### config.mk
export PLATFORM = sky130hd
export DESIGN_NAME = cache_ctrl_dm
export DESIGN_NICKNAME = d
export VERILOG_FILES = /design/src/rtl/cache_ctrl_dm.sv
export SDC_FILE = /design/constraint.sdc
export NUM_CORES = 1
export LEC_CHECK = 0
export BUFFER_PORTS_ARGS = -buffer_cell sky130_fd_sc_hd__buf_4
export CAP_MARGIN = 20
export CORE_ASPECT_RATIO = 0.8
export CORE_MARGIN = 3
export CORE_UTILIZATION = 55
export CTS_CLUSTER_SIZE = 25
export DETAILED_ROUTE_END_ITERATION = 10
export PLACE_DENSITY = 0.7
export SLEW_MARGIN = 10
export SYNTH_ARGS = -nofsm -noshare
export SYNTH_HDL_FRONTEND = slang
export SYNTH_SLANG_ARGS = --single-unit
### constraint.sdc
create_clock -name c_clk -period 13.5 [get_ports c_clk]
set_input_delay 0.675 -clock c_clk [delete_from_list [all_inputs] [get_ports c_clk]]
set_output_delay 0.675 -clock c_clk [all_outputs]
set_load 0.01 [all_outputs]
### src/rtl/cache_ctrl_dm.sv
// Direct-mapped, write-through, no-write-allocate cache controller.
// One 32-bit word per line. Tags, data and valid bits are held in flops.
// The CPU side uses a four-phase level handshake; the memory side uses req/ack.
module cache_ctrl_dm #(
  parameter int unsigned INDEX_BITS = 4,
  parameter int unsigned CNT_W      = 16
) (
  input  logic             c_clk,
  input  logic             nReset,
  input  logic [15:0]      c_addr,
  input  logic [31:0]      c_wdata,
  input  logic [3:0]       c_bval,
  input  logic             c_rd,
  input  logic             c_wr,
  output logic [31:0]      c_rdata,
  output logic             c_ack,
  output logic [15:0]      mem_addr,
  output logic [31:0]      mem_wdata,
  output logic [3:0]       mem_bval,
  output logic             mem_rd,
  output logic             mem_wr,
  input  logic [31:0]      mem_rdata,
  input  logic             mem_ack,
  output logic [CNT_W-1:0] hit_cnt,
  output logic [CNT_W-1:0] miss_cnt
);

  localparam int unsigned LINES = 2 ** INDEX_BITS;
  localparam int unsigned TAG_W = 14 - INDEX_BITS;

  typedef enum logic [2:0] {StIdle, StLookup, StMemRd, StMemWr, StAck} state_e;

  state_e                  state_q, state_d;
  logic [15:2]             addr_q, addr_d;
  logic [31:0]             wdata_q, wdata_d;
  logic [3:0]              bval_q, bval_d;
  logic                    op_rd_q, op_rd_d;
  logic [31:0]             rdata_q, rdata_d;
  logic                    ack_q, ack_d;
  logic [15:0]             mem_addr_q, mem_addr_d;
  logic [31:0]             mem_wdata_q, mem_wdata_d;
  logic [3:0]              mem_bval_q, mem_bval_d;
  logic                    mem_rd_q, mem_rd_d;
  logic                    mem_wr_q, mem_wr_d;
  logic [CNT_W-1:0]        hit_q, hit_d;
  logic [CNT_W-1:0]        miss_q, miss_d;

  logic [LINES-1:0]        valid_q;
  logic [TAG_W-1:0]        tag_q  [LINES];
  logic [31:0]             data_q [LINES];

  logic [INDEX_BITS-1:0]   idx;
  logic [TAG_W-1:0]        tag;
  logic                    hit;
  logic                    line_we;
  logic                    line_fill;
  logic [31:0]             line_wdata;

  // Byte offset bits carry no information for a word-aligned cache.
  logic                    unused_addr_bits;
  assign unused_addr_bits = ^c_addr[1:0];

  assign idx = addr_q[2 +: INDEX_BITS];
  assign tag = addr_q[15 -: TAG_W];
  assign hit = valid_q[idx] && (tag_q[idx] == tag);

  assign c_rdata   = rdata_q;
  assign c_ack     = ack_q;
  assign mem_addr  = mem_addr_q;
  assign mem_wdata = mem_wdata_q;
  assign mem_bval  = mem_bval_q;
  assign mem_rd    = mem_rd_q;
  assign mem_wr    = mem_wr_q;
  assign hit_cnt   = hit_q;
  assign miss_cnt  = miss_q;

  // Next-state, registered-output and array-update decode.
  always_comb begin
    state_d     = state_q;
    addr_d      = addr_q;
    wdata_d     = wdata_q;
    bval_d      = bval_q;
    op_rd_d     = op_rd_q;
    rdata_d     = rdata_q;
    ack_d       = ack_q;
    mem_addr_d  = mem_addr_q;
    mem_wdata_d = mem_wdata_q;
    mem_bval_d  = mem_bval_q;
    mem_rd_d    = mem_rd_q;
    mem_wr_d    = mem_wr_q;
    hit_d       = hit_q;
    miss_d      = miss_q;
    line_we     = 1'b0;
    line_fill   = 1'b0;
    line_wdata  = data_q[idx];

    unique case (state_q)
      StIdle: begin
        if (c_rd || c_wr) begin
          addr_d  = c_addr[15:2];
          wdata_d = c_wdata;
          bval_d  = c_bval;
          // Simultaneous rd and wr is served as a read; the write is dropped.
          op_rd_d = c_rd;
          state_d = StLookup;
        end
      end
      StLookup: begin
        if (op_rd_q) begin
          if (hit) begin
            rdata_d = data_q[idx];
            if (hit_q != {CNT_W{1'b1}}) hit_d = hit_q + CNT_W'(1);
            ack_d   = 1'b1;
            state_d = StAck;
          end else begin
            if (miss_q != {CNT_W{1'b1}}) miss_d = miss_q + CNT_W'(1);
            mem_rd_d   = 1'b1;
            mem_addr_d = {addr_q, 2'b00};
            mem_bval_d = 4'hF;
            state_d    = StMemRd;
          end
        end else if (bval_q != 4'h0) begin
          // Write-through: update the line only if already present.
          if (hit) begin
            line_we = 1'b1;
            for (int b = 0; b < 4; b++) begin
              if (bval_q[b]) line_wdata[8*b +: 8] = wdata_q[8*b +: 8];
            end
          end
          mem_wr_d    = 1'b1;
          mem_addr_d  = {addr_q, 2'b00};
          mem_wdata_d = wdata_q;
          mem_bval_d  = bval_q;
          state_d     = StMemWr;
        end else begin
          ack_d   = 1'b1;
          state_d = StAck;
        end
      end
      StMemRd: begin
        if (mem_ack) begin
          line_we    = 1'b1;
          line_fill  = 1'b1;
          line_wdata = mem_rdata;
          rdata_d    = mem_rdata;
          mem_rd_d   = 1'b0;
          ack_d      = 1'b1;
          state_d    = StAck;
        end
      end
      StMemWr: begin
        if (mem_ack) begin
          mem_wr_d = 1'b0;
          ack_d    = 1'b1;
          state_d  = StAck;
        end
      end
      StAck: begin
        if (!c_rd && !c_wr) begin
          ack_d   = 1'b0;
          state_d = StIdle;
        end
      end
      default: state_d = StIdle;
    endcase
  end

  // Control state, registered outputs and valid bits.
  always_ff @(posedge c_clk or negedge nReset) begin
    if (!nReset) begin
      state_q     <= StIdle;
      addr_q      <= '0;
      wdata_q     <= '0;
      bval_q      <= '0;
      op_rd_q     <= 1'b0;
      rdata_q     <= '0;
      ack_q       <= 1'b0;
      mem_addr_q  <= '0;
      mem_wdata_q <= '0;
      mem_bval_q  <= '0;
      mem_rd_q    <= 1'b0;
      mem_wr_q    <= 1'b0;
      hit_q       <= '0;
      miss_q      <= '0;
      valid_q     <= '0;
    end else begin
      state_q     <= state_d;
      addr_q      <= addr_d;
      wdata_q     <= wdata_d;
      bval_q      <= bval_d;
      op_rd_q     <= op_rd_d;
      rdata_q     <= rdata_d;
      ack_q       <= ack_d;
      mem_addr_q  <= mem_addr_d;
      mem_wdata_q <= mem_wdata_d;
      mem_bval_q  <= mem_bval_d;
      mem_rd_q    <= mem_rd_d;
      mem_wr_q    <= mem_wr_d;
      hit_q       <= hit_d;
      miss_q      <= miss_d;
      if (line_fill) valid_q[idx] <= 1'b1;
    end
  end

  // Tag and data arrays; contents are meaningless until the valid bit is set.
  always_ff @(posedge c_clk) begin
    if (line_fill) tag_q[idx] <= tag;
    if (line_we) data_q[idx] <= line_wdata;
  end

endmodule

# Word-level counts from Yosys, hierarchy flattened
# Memories as Yosys holds them, arrays and structs flattened.
# Index checks and enable logic that the tools add are counted.
dict set report classes {
  bitwise_logic 3
  n_addsub 2
  order_cmp 2
  n_mux 53
  reduce_logical 23
  eq_ne 20
}
# cell n
set op_table {}
lappend op_table {{$mux W32} 7}
lappend op_table {{$pmux W32 S2} 2}
lappend op_table {{$mux W16} 3}
lappend op_table {{$add A16 B1 Y16 const B} 2}
lappend op_table {{$mux W8} 4}
lappend op_table {{$ne A16 B16 Y1 const B} 2}
lappend op_table {{$mux W1} 21}
lappend op_table {{$ne A2 B2 Y1 const B} 10}
lappend op_table {{$reduce_and A4 Y1} 5}
lappend op_table {{$mux W3} 6}
lappend op_table {{$or A16 B16 Y16} 1}
lappend op_table {{$mux W4} 3}
lappend op_table {{$pmux W3 S4} 1}
lappend op_table {{$eq A10 B10 Y1} 1}
lappend op_table {{$reduce_and A3 Y1} 3}
lappend op_table {{$eq A3 B2 Y1 const B} 2}
lappend op_table {{$ne A3 B3 Y1 const B} 2}
lappend op_table {{$pmux W1 S2} 3}
lappend op_table {{$reduce_bool A2 Y1} 3}
lappend op_table {{$lt A4 B5 Y1 const B} 1}
lappend op_table {{$reduce_and A5 Y1} 1}
lappend op_table {{$bmux W1 S4} 1}
lappend op_table {{$demux W1 S4} 1}
lappend op_table {{$ge A4 B1 Y1 const B} 1}
lappend op_table {{13 further kinds} 17}
dict set report word_totals {
  ram_bits 672
  out_inout_bits 119
  wordCells 120
  ff_bits 189
  mem_count 2
  in_bits 89
}
# memory words width read_ports rd_ports_with_merged_regs write_ports line_no
set mem_list {}
lappend mem_list {data_q 16 32 1 0 1 50} ;# logic [31:0] data_q [LINES];
lappend mem_list {tag_q 16 10 1 0 1 49} ;# logic [TAG_W-1:0] tag_q [LINES];

# Longest topological paths before layout
dict set report depth {
  word_depth 9
  depth_mapped 14
  mapped_depth_nobuf 9
}

# Worst setup path after synthesis
# No wires, ideal clock.
dict set report synth_timing {
  path_kind {flip-flop to flip-flop}
  start {register addr_q[5] in the netlist's numbering}
  end {memory data_q[6][0] (enable)}
  path_stages_with_launch 13
  t_required_ps 13039
  path_slack_ps 7919
  t_arrival_ps 5120
  n_path_buf 5
  setup_ps 461
  synth_period_minus_slack_ps 5581
  path_cell_list {dfrtp_1 buf_2 buf_6 buf_4 clkbuf_1 mux4_2 mux2i_1 xor2_1 a32oi_1 or4b_4 o21a_1 clkbuf_1 nor3_1}
}
dict set report synth_between {
  elab_chain_cells 9
  elab_cells_between_ends 11
  classes_between {1 x eq/ne; 8 x mux; 1 x reduce/logical; 1 x memory}
}
# item line_no
set synth_rtl {}
lappend synth_rtl {{start, declared} 34} ;# logic [15:2] addr_q, addr_d;
lappend synth_rtl {{start signal, assigned} 188} ;# addr_q <= addr_d;
lappend synth_rtl {{$mem_v2 Z16 W10 or $bmux W1 S4 (tied branches)} n/a}
lappend synth_rtl {{$eq A10 B10 Y1 or $mux W1 (tied branches)} 65} ;# assign hit = valid_q[idx] && (tag_q[idx] == tag);
lappend synth_rtl {{$logic_and A1 B1 Y1} 65}
lappend synth_rtl {{$mux W1} 124} ;# if (hit) begin
lappend synth_rtl {{$mux W1} 122} ;# end else if (bval_q != 4'h0) begin
lappend synth_rtl {{$mux W1} 109} ;# if (op_rd_q) begin
lappend synth_rtl {{$pmux W1 S2} 97} ;# unique case (state_q)
lappend synth_rtl {{$mux W1} 208} ;# if (line_we) data_q[idx] <= line_wdata;
lappend synth_rtl {{$mux W1 (implied by the code)} 208}
lappend synth_rtl {{end, declared} 50}
# Parallel ways exist; a longest one is shown, timed or not. The select of a mux whose other input is x is not followed.

==> impl_metrics.json <==
{
  "yosysWarnings": 0,
  "yosys.cell_types.count": 63,
  "yosysTopAreaCell": "edfxtp_1",
  "finalWeightedCongestion": 0.824,
  "reg2reg_from": "addr_q[3]",
  "leakage_nw": 14.5,
  "yosysMostFrequentCell": "edfxtp_1",
  "ant_nets": 0,
  "r2r_cells": 12,
  "overflow": 0,
  "min_path_type": "in -> async",
  "hold_viol": 0,
  "netlist_instances": 1903,
  "fill_cells": 4210,
  "drt_iter0_drc": 2150,
  "synth-seq-area-share": 0.720,
  "worst-path-buf-inv": 3,
  "drv_cap": 0,
  "avgViaCountPerCell": 6.23,
  "hold_buffers": 0,
  "end_kind": "flop",
  "start_util": 0.560,
  "vias": 19100,
  "ctsResizeCount": 0,
  "avgRoutedWirePerCell_um": 27.6,
  "ioPinCount": 208,
  "cts_tree": "yes",
  "die_x_um": 286,
  "drtPass1Iterations": 5,
  "cp_slowest_cell": "dfrtp_4",
  "antennaDiodeCount": 0,
  "area_growth_syn_to_layout_pct": 15.6,
  "rows": 81,
  "rsz0062_at_grt": "false",
  "worstPathArrival_ns": 6.85,
  "synth-edff-count": 672,
  "avgSynthCellArea_sq_um": 18.1,
  "post_cts_buffers": 0,
  "worst-path-stages": 12,
  "die_y_um": 230,
  "rrSetupSlack_ns": 7.12,
  "grt_pass1_wl_mm": 126,
  "clkSinkCount": 859,
  "grtUsageTotal": 0.261,
  "min_period_ns": 6.38,
  "whs_ns": 0.238,
  "powerDensity_nw_per_um2": 239,
  "setup_viol": 0,
  "grt_max_degree": 122,
  "finalCritPeriodShare": 0.473,
  "max_freq_ghz": 0.157,
  "fin_area_sq_um": 39900,
  "cp.required_ns": 13.98,
  "critical_path_class": "reg -> reg",
  "dp_hpwl_mm": 48.1,
  "io_buffer_count": 203,
  "netlist_top_cells_count": "edfxtp_1, nand2_1, dfrtp_1",
  "cts.clk_slew.worst_paths_ns": 0.06,
  "core_sq_um": 61600,
  "dieArea_sq_um": 65800,
  "drcViolationCount": 0,
  "postPlaceCellArea_sq_um": 37200,
  "drt-total-wl_mm": 84.7,
  "status": "completed",
  "tightest_slew_ns": 1.15,
  "clk_path_buf_depth": 3,
  "syn_area_sq_um": 34500,
  "cts-buffers-inserted": 83,
  "maxSlewHeadroom": 0.231,
  "grt_pass1_vias": 18900,
  "insertion_delay_ns": 0.63,
  "crit_fanout": 43,
  "path_delay_family": "buffers and inverters",
  "synthArstFlopShare": 0.218,
  "tns_ns": 0,
  "drive_gt1_frac": 0.319,
  "r2r_end": "data_q[5][14]",
  "antenna_found_initial": 2,
  "htreeDepth": 3,
  "fin_worst_skew_ns": 0.0249,
  "nNetsFinal": 2257,
  "synthTopCellsByArea": "edfxtp_1, dfrtp_1, mux4_2",
  "crit_chain": "buf_4, buf_4, mux4_2, mux2i_1, xor2_1, o211ai_1, o22a_1, nor3_1, nand3_1, mux2i_1, o21ai_0, buf_2",
  "slew_viol_final": 0,
  "ys.flop_type": "edfxtp_1",
  "synth-seq-cells": 859,
  "ir_drop_mv": 0.146,
  "cts_root_buffer": "clkbuf_16",
  "synth_top_area_frac": 0.585,
  "startpoint_type": "flop",
  "cpPeakStageDelay_ns": 0.84
}
[cell type report]
| type | instances | area, sq um | area share |
|---|---|---|---|
| Timing Repair Buffer | 280 | 2100 | 0.0526 |
| Inverter | 5 | 18.8 | 0.000470 |
| Sequential cell | 859 | 24900 | 0.623 |
| Clock buffer | 108 | 2230 | 0.0559 |
| Multi-Input combinational cell | 937 | 9250 | 0.232 |
| Tap cell | 830 | 1040 | 0.0260 |
| Clock inverter | 47 | 387 | 0.00969 |
[state kept, by name (all words and copies together) (netlist names), 4 cells and up]
signal     flops
addr_q        14
mem_bval       4
mem_wdata     32
tag_q        160
data_q       512
mem_addr      14
c_rdata       32
miss_cnt      16
hit_cnt       16
bval_q         4
wdata_q       32
valid_q       16
[per-stage QoR]
step | std cells | setup WS, ns | utilization | total power [mW]
5_1_grt | 3066 | 6.59 | 0.648 | 10.0
3_5_place_dp | 2906 | 6.90 | 0.604 | 7.30
4_1_cts | 3061 | 6.83 | 0.647 | 9.54
3_3_place_gp | 2899 | 6.80 | 0.604 | 7.17
6_report | 3066 | 7.12 | 0.648 | 9.53
2_1_floorplan | 1904 | 7.92 | - | 6.11
[logic make-up (layout without fill, tap and decap cells)]
family                   Yosys count  count (layout)  share of synthesized area
flip-flops                       859             859                      0.720
AND/OR/NAND/NOR                  396             396                     0.0519
multiplexers                     361             361                      0.175
AO/OA/AOI/OAI                    132             132                     0.0256
buffers and inverters            108             440                     0.0152
XOR/XNOR                          44              44                     0.0112
adder cells (fa/ha/maj)            2               2                   0.000725
other                              1               2                   0.000109
[how the worst max path moves through the flow]
stage	startpoint	end	slack, ns
2_1_floorplan	addr_q[5]	data_q[6][0]	7.92
3_3_place_gp	addr_q[3]	data_q[10][4]	6.80
3_5_place_dp	addr_q[3]	data_q[10][2]	6.90
4_1_cts	addr_q[3]	data_q[6][2]	6.83
5_1_grt	addr_q[3]	data_q[5][14]	6.59
6_report	addr_q[3]	data_q[5][14]	7.12
[layout by cell type (no fill, tap or decap), types with 8 or more instances in the layout]
| master | count |
|---|---|
| clkinv_2 | 17 |
| clkbuf_8 | 8 |
| dfrtp_1 | 183 |
| nor3_1 | 12 |
| mux2_2 | 73 |
| and3_1 | 12 |
| nor2_1 | 51 |
| mux4_2 | 183 |
| buf_4 | 271 |
| clkinv_1 | 16 |
| mux2_1 | 40 |
| xnor2_1 | 22 |
| o22ai_1 | 9 |
| nand2_1 | 210 |
| edfxtp_1 | 672 |
| nand3_1 | 25 |
| or2_2 | 20 |
| clkbuf_1 | 19 |
| a21oi_1 | 11 |
| xor2_1 | 22 |
| clkbuf_16 | 83 |
| o21ai_0 | 42 |
| nand4_1 | 13 |
| a22oi_1 | 30 |
| mux2i_1 | 65 |
| nor3_2 | 16 |
[power by group]
part / total, mW / switching [mW] / internal [mW]
sequential: 4.18 / 0.397 / 3.79
clock: 2.24 / 0.975 / 1.27
combinational: 3.11 / 1.76 / 1.34
total: 9.53 / 3.14 / 6.40
[per-layer routing]
| layer | wire length [um] | vias up | global-route usage |
|---|---|---|---|
| met5 | 0 | - | 0 |
| met1 | 35100 | 10000 | 0.392 |
| li1 | - | 7990 | - |
| met4 | 1450 | 0 | 0.0518 |
| met3 | 9060 | 120 | 0.0681 |
| met2 | 39100 | 987 | 0.394 |
Power figures use the tool's default switching activity.
